--- config.mk ---
export PLATFORM = sky130hd
export DESIGN_NAME = pipe_skid_stage
export DESIGN_NICKNAME = d
export VERILOG_FILES = /design/src/rtl/pipe_skid_stage.sv
export SDC_FILE = /design/constraint.sdc
export NUM_CORES = 1
export LEC_CHECK = 0
export ABC_CLOCK_PERIOD_IN_PS = 2800
export CAP_MARGIN = 40
export CORE_AREA = 2 2 137 112
export DETAILED_ROUTE_END_ITERATION = 8
export DIE_AREA = 0 0 139 114
export GPL_TIMING_DRIVEN = 0
export PLACE_DENSITY = 0.57
export RECOVER_POWER = 50
export SYNTH_ARGS = -nofsm -noshare
export SYNTH_HDL_FRONTEND = slang
export SYNTH_SLANG_ARGS = --single-unit
--- constraint.sdc ---
create_clock -name clk -period 2.8 [get_ports clk]
set_input_delay 0.28 -clock clk [delete_from_list [all_inputs] [get_ports clk]]
set_output_delay 0.28 -clock clk [all_outputs]
set_load 0.02 [all_outputs]
--- src/rtl/pipe_skid_stage.sv ---
// Elastic pipeline-stage register: two-entry skid buffer under valid/ready,
// synchronous flush for bubble insertion, saturating back-pressure counter.
module pipe_skid_stage #(
  parameter int unsigned WIDTH         = 32,
  parameter bit          ZERO_ON_FLUSH = 1'b1,
  parameter int unsigned CNT_W         = 16
) (
  input  logic             clk,
  input  logic             reset,
  input  logic             flush,
  input  logic             in_valid,
  output logic             in_ready,
  input  logic [WIDTH-1:0] in_data,
  output logic             out_valid,
  input  logic             out_ready,
  output logic [WIDTH-1:0] out_data,
  output logic [1:0]       occupancy,
  input  logic             cnt_clr,
  output logic [CNT_W-1:0] stall_cnt
);

  typedef enum logic [1:0] {
    EMPTY = 2'd0,
    ONE   = 2'd1,
    TWO   = 2'd2
  } state_t;

  state_t           state;
  state_t           stateNext;
  logic [WIDTH-1:0] mainReg;
  logic [WIDTH-1:0] skidReg;
  logic [CNT_W-1:0] stallCnt;
  logic             xferIn;
  logic             xferOut;
  logic             loadMainIn;
  logic             loadMainSkid;
  logic             loadSkidIn;

  assign xferIn  = in_valid & in_ready;
  assign xferOut = out_valid & out_ready;

  always_ff @(posedge clk or posedge reset) begin
    if (reset) state <= EMPTY;
    else       state <= stateNext;
  end

  always_comb begin
    stateNext    = state;
    loadMainIn   = 1'b0;
    loadMainSkid = 1'b0;
    loadSkidIn   = 1'b0;
    if (flush) begin
      stateNext = EMPTY;
    end else begin
      unique case (state)
        EMPTY: begin
          if (xferIn) begin
            loadMainIn = 1'b1;
            stateNext  = ONE;
          end
        end
        ONE: begin
          if (xferIn && xferOut) begin
            loadMainIn = 1'b1;
          end else if (xferIn) begin
            loadSkidIn = 1'b1;
            stateNext  = TWO;
          end else if (xferOut) begin
            stateNext  = EMPTY;
          end
        end
        TWO: begin
          if (xferOut) begin
            loadMainSkid = 1'b1;
            stateNext    = ONE;
          end
        end
        default: stateNext = EMPTY;
      endcase
    end
  end

  always_comb begin
    out_valid = (state != EMPTY);
    in_ready  = (state != TWO);
    occupancy = state;
  end

  // Main always holds the older entry; skid only fills from ONE without a drain.
  always_ff @(posedge clk or posedge reset) begin
    if (reset) begin
      mainReg <= '0;
      skidReg <= '0;
    end else if (flush) begin
      if (ZERO_ON_FLUSH) begin
        mainReg <= '0;
        skidReg <= '0;
      end
    end else begin
      if (loadMainIn)        mainReg <= in_data;
      else if (loadMainSkid) mainReg <= skidReg;
      if (loadSkidIn)        skidReg <= in_data;
    end
  end

  always_ff @(posedge clk or posedge reset) begin
    if (reset)                                                    stallCnt <= '0;
    else if (cnt_clr)                                             stallCnt <= '0;
    else if (out_valid && !out_ready && !flush && stallCnt != '1) stallCnt <= stallCnt + 1'b1;
  end

  assign out_data  = mainReg;
  assign stall_cnt = stallCnt;

endmodule

==> results of run 1 <==
[per-stage QoR]
stage	util, %	TNS, ps	total power, mW
final	34.2	0	2.95
after global routing	34.2	0	3.10
after CTS	34.2	0	3.02
after detailed placement	32.1	0	1.75
after global placement	31.9	-79670	1.74
after floorplan	-	0	1.51
[power by group through the flow]
stage / registers, mW / clock network, mW / logic (mW)
6_report: 1.29 / 1.24 / 0.418
5_1_grt: 1.29 / 1.34 / 0.459
4_1_cts: 1.29 / 1.29 / 0.441
3_5_place_dp: 1.31 / 0 / 0.439
3_3_place_gp: 1.31 / 0 / 0.429
2_1_floorplan: 1.37 / 0 / 0.144
[logic make-up after synthesis]
logic type | share of synthesized area (%)
mux | 0.565
buf+inv | 3.11
compound gates | 20.7
xor+xnor | 2.72
fa+ha+maj | 0.353
flops | 58.0
simple gates | 14.6
[routing by layer]
| layer | part of all wire (%) | routed length, um |
|---|---|---|
| met2 | 47 | 4590 |
| met4 | 0.97 | 95 |
| met3 | 5.6 | 551 |
| met5 | 0 | 0 |
| met1 | 47 | 4590 |
[final cells by class]
| cell class | instances | area share [%] |
|---|---|---|
| plain buffers | 22 | 1.75 |
| inverters | 6 | 0.476 |
| flip-flops and latches | 82 | 41.1 |
| clock buffers | 11 | 4.86 |
| multi-input cells | 246 | 27.6 |
| repair buffers | 89 | 18.2 |
| clock inverters | 3 | 1.30 |
| well taps | 189 | 4.73 |
[registers in the layout (all words and copies together), names as in the netlist]
name       flops
skidReg       32
out_data      32
stall_cnt     16
occupancy      2
[worst min-delay path by stage]
stage                      startpoint             to  slack, ps
after detailed placement  skidReg[21]    skidReg[21]        490
after CTS                     cnt_clr  stall_cnt[14]        290
after floorplan                 flush   occupancy[0]        340
final                         cnt_clr  stall_cnt[12]        330
after global placement    skidReg[25]    skidReg[25]        480
after global routing          cnt_clr  stall_cnt[14]        330
[placed cells by master, fill, tap and decap left out, types with 11 or more instances in the layout]
master | netlist | final
sky130_fd_sc_hd__a22o_1 | 32 | 32
sky130_fd_sc_hd__dfrtp_1 | 82 | 82
sky130_fd_sc_hd__dlygate4sd3_1 | 0 | 26
sky130_fd_sc_hd__o21ai_0 | 32 | 32
sky130_fd_sc_hd__nand2_1 | 39 | 39
sky130_fd_sc_hd__clkbuf_1 | 18 | 19
sky130_fd_sc_hd__nor2_1 | 48 | 48
sky130_fd_sc_hd__clkdlybuf4s50_1 | 0 | 62
sky130_fd_sc_hd__xor2_1 | 11 | 11
sky130_fd_sc_hd__a21oi_1 | 38 | 38
==> impl_metrics.tcl, run 1 <==
set metrics [dict create \
    result_of_the_run "finished, final reports clean" \
    internal_power_mw 2.22 \
    most_used_standard_cell_by_instance_count_after_synthesis "sky130_fd_sc_hd__dfrtp_1" \
    globalRouteMet2Util_pct 20.0 \
    groute.layer.met3.usage_pct 3.99 \
    synthesis.area_per_instance_um2 9.95 \
    h-tree-depth 3 \
    critPathLaunch "in_valid" \
    fill_cells 1492 \
    critical_path_depth 5 \
    grt_pass1_wl_mm 16.2 \
    antenna_violations_before_repair 0 \
    grt.total_usage_pct 12.9 \
    vdd_drop_max_uv 275 \
    buffers_and_inverters_on_the_worst_path 2 \
    multi_input_comb_area_mm2 0.00138 \
    rr_worst_depth 4 \
    worstSkewPairLatency_ps 330 \
    num_vias 3078 \
    critical-path-slowest-cell "sky130_fd_sc_hd__nor3b_1" \
    post_cts.repair.setup_buffers 0 \
    pwr_cell_area_mw_per_mm2 590 \
    drt_iter0_markers 110 \
    timing.critical_path.cells "dlygate4sd3_1 > nor2b_1 > nor3b_1 > buf_2 > a22o_1" \
    drtPass1Iterations 4 \
    sequentialPowerShare_pct 43.6 \
    asyncSetResetFlopFracSynth_pct 100 \
    cts.path.max_buffers 2 \
    critical_path.max_fanout 10 \
    f_max_mhz 448 \
    routed_wirelength_mm 9.82 \
    final_cell_area_mm2 0.00499 \
    placementRows 40 \
    grt_setup_unrepaired "no" \
    antenna_left 0 \
    netlist.area_leader.share_pct 58.0 \
    regArea_mm2 0.00205 \
    clk_pin_slew_worst_paths_ps 60 \
    synth-warning-count 0 \
    fin_worst_hold_slack_ps 326 \
    worst_r2r_src "occupancy[1]" \
    netlist.top_cell.by_area "sky130_fd_sc_hd__dfrtp_1" \
    cells_after_synth 356 \
    netlist_area_mm2 0.00354 \
    synth_fp_nets 395 \
    numCtsBuffers 9 \
    layout_worst_path_cycle_share_pct 79.8 \
    setup_skew_after_layout_ps 4.01 \
    combinationalPowerShare_pct 14.2 \
    netlist-cell-type-count 31 \
    floorplan.initialDensity_pct 24.2 \
    setup_failing_eps_final 0 \
    core_region_area_mm2 0.0146 \
    post-dp-hpwl_mm 6.95 \
    synth_edf_count 0 \
    dominantRegCellSynth "sky130_fd_sc_hd__dfrtp_1" \
    post_cts_hold_buffer_count 0 \
    nets 495 \
    num_antenna_cells 0 \
    global_route.usage.met1_pct 17.4 \
    timing.reg2reg.setup_slack_ps 710 \
    die_w_um 139 \
    post_dp_cell_area_mm2 0.00469 \
    synth-seq-area-share_pct 58.0 \
    pwr-share-clk_pct 42.2 \
    cts_resized 0 \
    grt_start_max_net_pins 55 \
    max-cap-violations 0 \
    relSlewSlack_pct 4.74 \
    p_leak_nw 2.18 \
    net_switching_component_of_the_power_mw 0.723 \
    crit_family "simple AND/OR/NAND/NOR gates" \
    placement.setup.worst_slack_ps 205 \
    setup.worst_path.class "input port to flop" \
    critical_path_required_ps 3060 \
    synthTopCellsByCount "sky130_fd_sc_hd__dfrtp_1 (82), sky130_fd_sc_hd__nor2_1 (48), sky130_fd_sc_hd__nand2_1 (39), sky130_fd_sc_hd__a21oi_1 (38)" \
    hold_path_class "input port to flop" \
    area_growth_pct 41.1 \
    drcViolationCount 0 \
    instances_no_fill 648 \
    finalWeightedCongestion 0.743 \
    grt-busiest-layer "met2" \
    start_kind "input port" \
    slowest_delay_ps 720 \
    routedWlPerCell_um 15.2 \
    sw_frac_of_total_pct 24.5 \
    tritoncts "yes" \
    number_of_global_route_vias_before_repair 3130 \
    r2r-end "skidReg[27]" \
    gr-total-overflow 0 \
    io_buffer_count 88 \
    die_area_mm2 0.0158 \
    setup.worst_path.end_class "flop" \
    hold_violations 0 \
    ioPinCount 90 \
    worst-slew-pin-transition_ps 1420 \
    timing_max_transition_violations_final 0 \
    chipHeight_um 114 \
    setup_ws_ps 566 \
    worst_ep_arrival_time_ps 2500 \
    layout_min_cycle_time_ps 2230 \
    drive_gt1_share_pct 5.01 \
    ctsRootBufferMaster "sky130_fd_sc_hd__clkbuf_16" \
    whs_path_depth 2 \
    clkSinkCount 82 \
    dp_cells 634 \
    synth.ff_latch_count 82 \
    critPathCapture "skidReg[27]" \
    vias_per_cell 4.75 \
    synth_area_leaders "sky130_fd_sc_hd__dfrtp_1 (58%), sky130_fd_sc_hd__a22o_1 (7.9%), sky130_fd_sc_hd__a21oi_1 (5.4%), sky130_fd_sc_hd__nor2_1 (5.1%), sky130_fd_sc_hd__o21ai_0 (4.5%)" \
]
No activity file was read; power rests on OpenSTA's default activity.
==> inputs of run 2 (changes only) <==
--- a/config.mk
+++ b/config.mk
@@ -5,13 +5,13 @@
 export SDC_FILE = /design/constraint.sdc
 export NUM_CORES = 1
 export LEC_CHECK = 0
-export ABC_CLOCK_PERIOD_IN_PS = 2800
+export ABC_CLOCK_PERIOD_IN_PS = 1850
 export CAP_MARGIN = 40
 export CORE_AREA = 2 2 137 112
 export DETAILED_ROUTE_END_ITERATION = 8
 export DIE_AREA = 0 0 139 114
 export GPL_TIMING_DRIVEN = 0
-export PLACE_DENSITY = 0.57
+export PLACE_DENSITY = 0.58
 export RECOVER_POWER = 50
 export SYNTH_ARGS = -nofsm -noshare
 export SYNTH_HDL_FRONTEND = slang
==> constraint.sdc (replaced) <==
create_clock -name clk -period 1.85 [get_ports clk]
set_input_delay 0.185 -clock clk [delete_from_list [all_inputs] [get_ports clk]]
set_output_delay 0.185 -clock clk [all_outputs]
set_load 0.02 [all_outputs]
==> run 2 against run 1 <==
Compared with the run above: sequential share of layout area is 0.61 points lower; core utilization is 0.54 points higher; non-clock buffer count is 7 higher; critical path type is now flop to flop; first-iteration DRC count rose by 0.91%; critical endpoint is now stall_cnt[13]; sequential cell count unchanged; largest power group unchanged; clock skew about the same; power is 45% higher; cell count rose by 1.4%.
==> impl_metrics.tcl, run 2 (synthesis gave the netlist of run 1 again) <==
set metrics [dict create \
    chipHeight_um 114 \
    die_w_um 139 \
    globalRouteMet2Util_pct 20.7 \
    critPathCapture "stall_cnt[13]" \
    drcViolationCount 0 \
    layout_worst_path_cycle_share_pct 100 \
    number_of_global_route_vias_before_repair 3122 \
    num_antenna_cells 0 \
    post_cts_hold_buffer_count 0 \
    floorplan.initialDensity_pct 24.2 \
    hold_path_class "input port to flop" \
    setup.worst_path.class "flop to flop" \
    worstSkewPairLatency_ps 340 \
    setup_failing_eps_final 0 \
    die_area_mm2 0.0158 \
    cts.path.max_buffers 2 \
    ioPinCount 90 \
    fill_cells 1482 \
    gr-total-overflow 0 \
    routed_wirelength_mm 10.1 \
    start_kind "flop" \
    grt_start_max_net_pins 30 \
    num_vias 3083 \
    post-dp-hpwl_mm 7.03 \
    buffers_and_inverters_on_the_worst_path 1 \
    timing_max_transition_violations_final 0 \
    core_region_area_mm2 0.0146 \
    groute.layer.met3.usage_pct 4.11 \
    global_route.usage.met1_pct 17.3 \
    crit_family "simple AND/OR/NAND/NOR gates" \
    worst_ep_arrival_time_ps 2060 \
    grt-busiest-layer "met2" \
    area_growth_pct 43.3 \
    timing.critical_path.mode_cell "sky130_fd_sc_hd__or3_1" \
    pwr_cell_area_mw_per_mm2 841 \
    critical-path-slowest-cell "sky130_fd_sc_hd__dfrtp_1" \
    instances_no_fill 657 \
    drive_gt1_share_pct 11.8 \
    rr_worst_depth 7 \
    slowest_delay_ps 410 \
    critical_path_required_ps 2060 \
    grt.total_usage_pct 13.2 \
    final_cell_area_mm2 0.00507 \
    post_dp_cell_area_mm2 0.00470 \
    ctsRootBufferMaster "sky130_fd_sc_hd__clkbuf_16" \
    vias_per_cell 4.69 \
    timing.critical_path.cells "ha_2 > nand3_4 > or3_1 > buf_6 > o211ai_1 > or3_1 > a21oi_2" \
    grt_pass1_wl_mm 16.4 \
    placementRows 40 \
    h-tree-depth 3 \
    io_buffer_count 88 \
    mostFrequentLayoutCell "sky130_fd_sc_hd__dfrtp_1" \
    p_leak_nw 2.20 \
    critical_path.max_fanout 8 \
    worst_r2r_src "stall_cnt[1]" \
    finalWeightedCongestion 0.774 \
    worst-slew-pin-transition_ps 1220 \
    vdd_drop_max_uv 432 \
    setup.worst_path.end_class "flop" \
    critPathLaunch "stall_cnt[1]" \
    r2r-end "stall_cnt[13]" \
    grt_setup_unrepaired "yes" \
    numCtsBuffers 9 \
    result_of_the_run "finished, final reports clean" \
    nets 502 \
    drt_iter0_markers 111 \
    f_max_mhz 541 \
    drtPass1Iterations 4 \
    layout_min_cycle_time_ps 1850 \
    tritoncts "yes" \
    antenna_violations_before_repair 0 \
    max-cap-violations 0 \
    antenna_left 0 \
    routedWlPerCell_um 15.4 \
    setup_skew_after_layout_ps 3.87 \
    clk_pin_slew_worst_paths_ps 60 \
    critical_path_depth 7 \
    timing.reg2reg.setup_slack_ps 0.8 \
    clkSinkCount 82 \
    hold_violations 0 \
    relSlewSlack_pct 18.5 \
    leading_cell_types_in_the_layout_fill_and_taps_excluded "sky130_fd_sc_hd__dfrtp_1 (81), sky130_fd_sc_hd__clkdlybuf4s50_1 (73), sky130_fd_sc_hd__nor2_1 (46), sky130_fd_sc_hd__nand2_1 (39), sky130_fd_sc_hd__a21oi_1 (36)" \
    dp_cells 635 \
]
## run 2: timing repair
action | CTS | global route
endpoints found under the setup margin | 71 | 77
setup buffers | 0 | 6
pin swaps | 0 | 7
resized for setup | 14 | 25
## run 2: per-layer routing
metal / wire (um) / vias up
met5: 0 / -
met4: 160 / 0
met3: 551 / 13
met2: 4640 / 84
met1: 4750 / 1516
li1: - / 1470
## run 2: how the worst min path moves through the flow
| stage | endpoint | startpoint | cells past startpoint | slack [ps] |
|---|---|---|---|---|
| 2_1_floorplan | occupancy[0] | flush | 1 | 250 |
| 3_3_place_gp | skidReg[24] | skidReg[24] | 1 | 480 |
| 3_5_place_dp | skidReg[21] | skidReg[21] | 1 | 490 |
| 4_1_cts | stall_cnt[12] | cnt_clr | 2 | 190 |
| 5_1_grt | stall_cnt[13] | cnt_clr | 2 | 240 |
| 6_report | stall_cnt[12] | cnt_clr | 2 | 220 |
## run 2: final cells by class
type | count | area [um2] | area share, %
tap | 189 | 236 | 4.66
inverter | 6 | 23.8 | 0.469
multi-input combinational | 246 | 1440 | 28.3
buffer | 22 | 109 | 2.15
clock inverter | 5 | 30.0 | 0.592
timing repair buffer | 96 | 943 | 18.6
sequential | 82 | 2050 | 40.5
clock buffer | 11 | 243 | 4.78
## run 2: worst reg2reg max path, delay by kind of cell, from the launching register on
kind                       cells  cell delay [ps]
and+or+nand+nor                3              600
buffers and inverters          1              150
DFF                            1              410
AOI/OAI and AO/OA              2              320
adders and majority gates      1              240
## run 2: per-stage QoR
step	hold WS [ps]	setup TNS [ps]	total power, mW	util, %	setup WS [ps]
after floorplan	248	0	2.29	-	10.0
after global placement	483	-48530	2.63	31.9	-471
after detailed placement	486	-27850	2.65	32.2	-493
after CTS	190	-259	4.35	34.3	-92.5
after global routing	236	-1450	4.49	34.7	-118
final	215	0	4.27	34.7	0.812
## run 2: power breakdown
part	switching, mW	total [mW]	leakage [nW]	internal [mW]
logic	0.369	0.661	0.973	0.293
clock network	0.719	1.66	0.131	0.939
registers	0.0566	1.95	1.10	1.89
==> inputs of run 3 (changes only) <==
--- a/config.mk
+++ b/config.mk
@@ -13,6 +13,7 @@
 export GPL_TIMING_DRIVEN = 0
 export PLACE_DENSITY = 0.58
 export RECOVER_POWER = 50
+export SLEW_MARGIN = 20
 export SYNTH_ARGS = -nofsm -noshare
 export SYNTH_HDL_FRONTEND = slang
 export SYNTH_SLANG_ARGS = --single-unit
==> results of run 3 <==
Final layout, timing and power as in run 2 (identical DEF).
